**src/rtl/tdm_pkg.sv**
```systemverilog
// tdm_pkg: shared types and sizes for the 1:4 TDM demultiplexer
package tdm_pkg;
  typedef enum logic {HUNT = 1'b0, LOCK = 1'b1} state_t;
  localparam int NSLOT = 4;
  localparam int SLOT_W = 2;
  localparam int MISS_W = 3;
endpackage

```
**src/rtl/tdm_sync_fsm.sv**
```systemverilog
// tdm_sync_fsm: frame-sync lock tracking, slot counter and shadow write strobes
module tdm_sync_fsm
  import tdm_pkg::*;
#(
  parameter int SYNC_LOSS_MAX = 2
) (
  input  logic              clk,
  input  logic              rst_n,
  input  logic              din_valid,
  input  logic              fsync,
  output logic [SLOT_W-1:0] s,
  output logic              locked,
  output logic              sync_err,
  output logic [NSLOT-2:0]  wr,
  output logic              done
);
  state_t state, state_nx;
  logic [SLOT_W-1:0] s_nx;
  logic [MISS_W-1:0] miss_cnt, miss_nx, miss_inc;
  logic err_nx, missing, drop;
  assign miss_inc = miss_cnt + MISS_W'(1);
  assign missing = state == LOCK && s == '0 && !fsync;
  assign drop = missing && miss_inc == MISS_W'(SYNC_LOSS_MAX);
  always_ff @(posedge clk or negedge rst_n) begin
    if (!rst_n) begin
      state <= HUNT;
      s <= '0;
      miss_cnt <= '0;
      sync_err <= 1'b0;
    end else begin
      state <= state_nx;
      s <= s_nx;
      miss_cnt <= miss_nx;
      sync_err <= err_nx;
    end
  end
  always_comb begin
    state_nx = state;
    s_nx = s;
    miss_nx = miss_cnt;
    err_nx = 1'b0;
    if (din_valid) begin
      if (state == HUNT) begin
        state_nx = fsync ? LOCK : HUNT;
        s_nx = fsync ? SLOT_W'(1) : '0;
        miss_nx = fsync ? '0 : miss_cnt;
      end else if (s == '0) begin
        err_nx = !fsync;
        miss_nx = fsync ? '0 : miss_inc;
        state_nx = drop ? HUNT : LOCK;
        s_nx = drop ? '0 : SLOT_W'(1);
      end else begin
        err_nx = fsync;
        s_nx = fsync ? SLOT_W'(1) : s + SLOT_W'(1);
      end
    end
  end
  // Any fsync realigns to slot 0; otherwise the current slot is written unless lock is being dropped.
  always_comb begin
    locked = state == LOCK;
    wr = '0;
    if (din_valid && (fsync || (state == LOCK && !drop)))
      wr = (NSLOT-1)'(1) << (fsync ? '0 : s);
    done = din_valid && state == LOCK && s == SLOT_W'(NSLOT - 1) && !fsync;
  end
endmodule

```
**src/rtl/tdm_demux_1to4.sv**
```systemverilog
// tdm_demux_1to4: 1:4 TDM slot demultiplexer publishing whole frames with a valid strobe
module tdm_demux_1to4
  import tdm_pkg::*;
#(
  parameter int WIDTH = 1,
  parameter int SYNC_LOSS_MAX = 2
) (
  input  logic               clk,
  input  logic               rst_n,
  input  logic [WIDTH-1:0]   din,
  input  logic               din_valid,
  input  logic               fsync,
  output logic [4*WIDTH-1:0] y,
  output logic               y_valid,
  output logic [1:0]         s,
  output logic               locked,
  output logic               sync_err
);
  logic [NSLOT-2:0] wr;
  logic done;
  logic [NSLOT-2:0][WIDTH-1:0] shadow;
  tdm_sync_fsm #(.SYNC_LOSS_MAX(SYNC_LOSS_MAX)) u_fsm (
    .clk(clk),
    .rst_n(rst_n),
    .din_valid(din_valid),
    .fsync(fsync),
    .s(s),
    .locked(locked),
    .sync_err(sync_err),
    .wr(wr),
    .done(done)
  );
  // Slot 3 bypasses the shadow and lands straight in y with the buffered slots.
  always_ff @(posedge clk or negedge rst_n) begin
    if (!rst_n) begin
      shadow <= '0;
      y <= '0;
      y_valid <= 1'b0;
    end else begin
      y_valid <= done;
      if (done) y <= {din, shadow[2], shadow[1], shadow[0]};
      for (int i = 0; i < NSLOT - 1; i++)
        if (wr[i]) shadow[i] <= din;
    end
  end
endmodule
```
**config.mk**
```make
export PLATFORM = sky130hd
export DESIGN_NAME = tdm_demux_1to4
export DESIGN_NICKNAME = d
export VERILOG_FILES = /design/src/rtl/tdm_pkg.sv /design/src/rtl/tdm_sync_fsm.sv /design/src/rtl/tdm_demux_1to4.sv
export SDC_FILE = /design/constraint.sdc
export NUM_CORES = 1
export LEC_CHECK = 0
export BUFFER_PORTS_ARGS = -buffer_cell sky130_fd_sc_hd__buf_2
export CORE_UTILIZATION = 45
export DETAILED_ROUTE_END_ITERATION = 10
export GPL_TIMING_DRIVEN = 0
export PLACE_DENSITY = 0.73
export SETUP_SLACK_MARGIN = 0.3
export SYNTH_ARGS = -nofsm -noshare
export SYNTH_HDL_FRONTEND = slang
export SYNTH_HIERARCHICAL = 1
export SYNTH_SLANG_ARGS = --single-unit
```
**constraint.sdc**
```tcl
create_clock -name clk -period 2.6 [get_ports clk]
set_input_delay 0.39 -clock clk [delete_from_list [all_inputs] [get_ports clk]]
set_output_delay 0.39 -clock clk [all_outputs]
set_load 0.01 [all_outputs]
```
==> results.cfg <==
[status]
status = finished with violations
violations = design-rule violations

[die]
die_x_um = 43.5
die_y_um = 43.5
start_util_pct = 49.8
die_area_mm2 = 0.00189
num_rows = 14
design.core.area_mm2 = 0.00156
pin_count = 14

[clocking]
insertion_delay_ns = 0.26
cts_sinks = 15
clk_path_buf_depth = 2
path_clk_slew_ns = 0.08
post-cts-setup-buffer-count = 0
cts_tree = built
ctsResizeCount = 0
cts_hold_buf = 0
cts_buffers = 3
cts-root-buf = clkbuf_4
cts.htree.levels = 1

[worst_setup_path]
crit_path_max_fanout = 8
arrival_ns = 1.97
timing.rr.end = shadow[0]
timing.rr.start = u_fsm/s[0]
crit_type = flop to flop
startpoint = u_fsm/s[0]
r2r_cells = 7
required_ns = 2.76
critPathLaunchType = flop
endpoint_kind = flop
r2r_slack_ns = 0.79

[drt]
ant_nets = 0
drt-total-wl_um = 1200
drtPass1Iterations = 8
vias = 543
viasPerCell = 5.60
routedWlPerCell_um = 12.4
drcViolationCount = 6
drt_iter0_markers = 19

[sta]
fin_crit_ns = 1.81
rsz0062_at_grt = no
fmax_mhz = 552
fin_skew_ns = 0.000709
tns_ns = 0
tightest_slew_ns = 0.323
setup_viol = 0
hold_viol_final = 0
fin_crit_sh_pct = 69.7
relSlewSlack_pct = 78.5
slew_violations = 0

[pwr]
powerDensity_mw_per_mm2 = 965
peakVddDrop_uv = 349
p_leak_nw = 0.429
power_mw = 0.846

[yosys]
yosysSeqAreaShare_pct = 48.4
synth_top_area_share_pct = 48.4
synth_top_family_by_area = compound AO/OA/AOI/OAI gates
synth-compound-area-share_pct = 13.5
ys_ff_latch = 15
yosys.area.top_type = dfrtp_1
synthAdderAreaFrac_pct = 6.45
synthSimpleGateAreaFrac_pct = 11.1
ys_types = 25
synth_area_leaders = dfrtp_1 48%, mux2_2 10%, ha_1 6.5%
avgSynthCellArea_um2 = 11.8
synthesis.nets = 75
synth_cells = 66
ys_warn_count = 6
synth.area.mux_share_pct = 11.5
synth_area_um2 = 776
synth-xor-area-share_pct = 3.23

[layout]
final_common_cell = dfrtp_1
fill_cells = 140
multi_input_area_um2 = 355
final_util_pct = 56.3
nets = 91
drive_gt1_share_pct = 37.0
final_cell_mix = 15 x dfrtp_1, 14 x buf_2, 7 x mux2_2, 5 x inv_1, 4 x ha_1
antenna_cells = 0
seqCellArea_um2 = 375
synthToLayoutAreaGrowth_pct = 13.1

[global_routing]
globalRouteOverflowTotal = 0
grt_util_all_layers_pct = 14.8
grt_pass1_wl_um = 2050
grt_max_degree = 16
grt_pass1_vias = 446
grt_antenna_before_repair = 0

[run]
max_cap_violations = 0

[place]
port_buffers = 11
dp_hpwl_um = 916
place.gp.congestion = 0.831

[hold_path]
hold_path_class = primary input to asynchronous set/reset pin
[Yosys cell counts, drive strengths merged]
master	instances
o221ai	1
and3	2
mux2i	1
dfrtp	15
xor2	2
nand2	3
nor2	3
ha	4
o21ai	3
o31ai	1
nand3b	2
nor4	2
a22o	2
a221oi	1
a31oi	1
o22ai	1
inv	5
buf	4
a21oi	3
nor3	1
o41ai	1
mux2	7
nand2b	1
[worst max path at each step]
stage,endpoint
2_1_floorplan,shadow[1]
3_3_place_gp,shadow[2]
3_5_place_dp,shadow[2]
4_1_cts,shadow[0]
5_1_grt,shadow[0]
6_report,shadow[0]
[power by group]
group          total (mW)  internal (mW)  switching (mW)
Combinational       0.339          0.168           0.171
Clock               0.124         0.0592          0.0648
Sequential          0.383          0.319          0.0635
[final cells by class]
cell class / count / area share, %
sequential: 15 / 42.8
multi-input combinational: 42 / 40.5
timing repair buffer: 11 / 6.28
clock buffer: 4 / 3.00
buffer: 4 / 3.00
tap: 16 / 2.28
inverter: 5 / 2.14
[state kept, by name, summed over array words and instances, names as in the netlist]
signal          count
u_fsm/miss_cnt      3
u_fsm/sync_err      1
y_valid             1
u_fsm/locked        1
shadow              3
y                   4
u_fsm/s             2
[worst max-delay path, stage by stage (launching register included)]
cell     delay (ns)
dfrtp_1        0.44
inv_1          0.14
ha_1           0.15
buf_2          0.18
nand2_1        0.11
o31ai_2        0.32
nor2_1         0.10
mux2_2         0.27
[per-stage QoR]
step	worst slack, ns	area [µm²]	hold WS (ns)	cells
global placement	0.821	851	0.307	93
finish	0.789	877	0.00506	97
floorplan	0.893	776	0.0944	66
CTS	0.797	877	0.0136	97
detailed placement	0.816	851	0.309	93
global route	0.645	877	0.0113	97
[layer usage]
metal | vias up | wire (µm) | global-route usage, %
li1 | 265 | - | -
met1 | 265 | 611 | 20.6
met2 | 11 | 526 | 22.1
met3 | 2 | 54 | 3.75
met4 | 0 | 9 | 5.63
met5 | - | 0 | 0
[cell families (layout without fill, tap and decap cells)]
logic type	Yosys count	after routing
and+or+nand+nor	14	14
DFF	15	15
adders and majority gates	4	4
muxes	8	8
AOI/OAI and AO/OA	14	14
buffers and inverters	9	24
xor gates and xnor gates	2	2
Power figures use the tool's default switching activity.
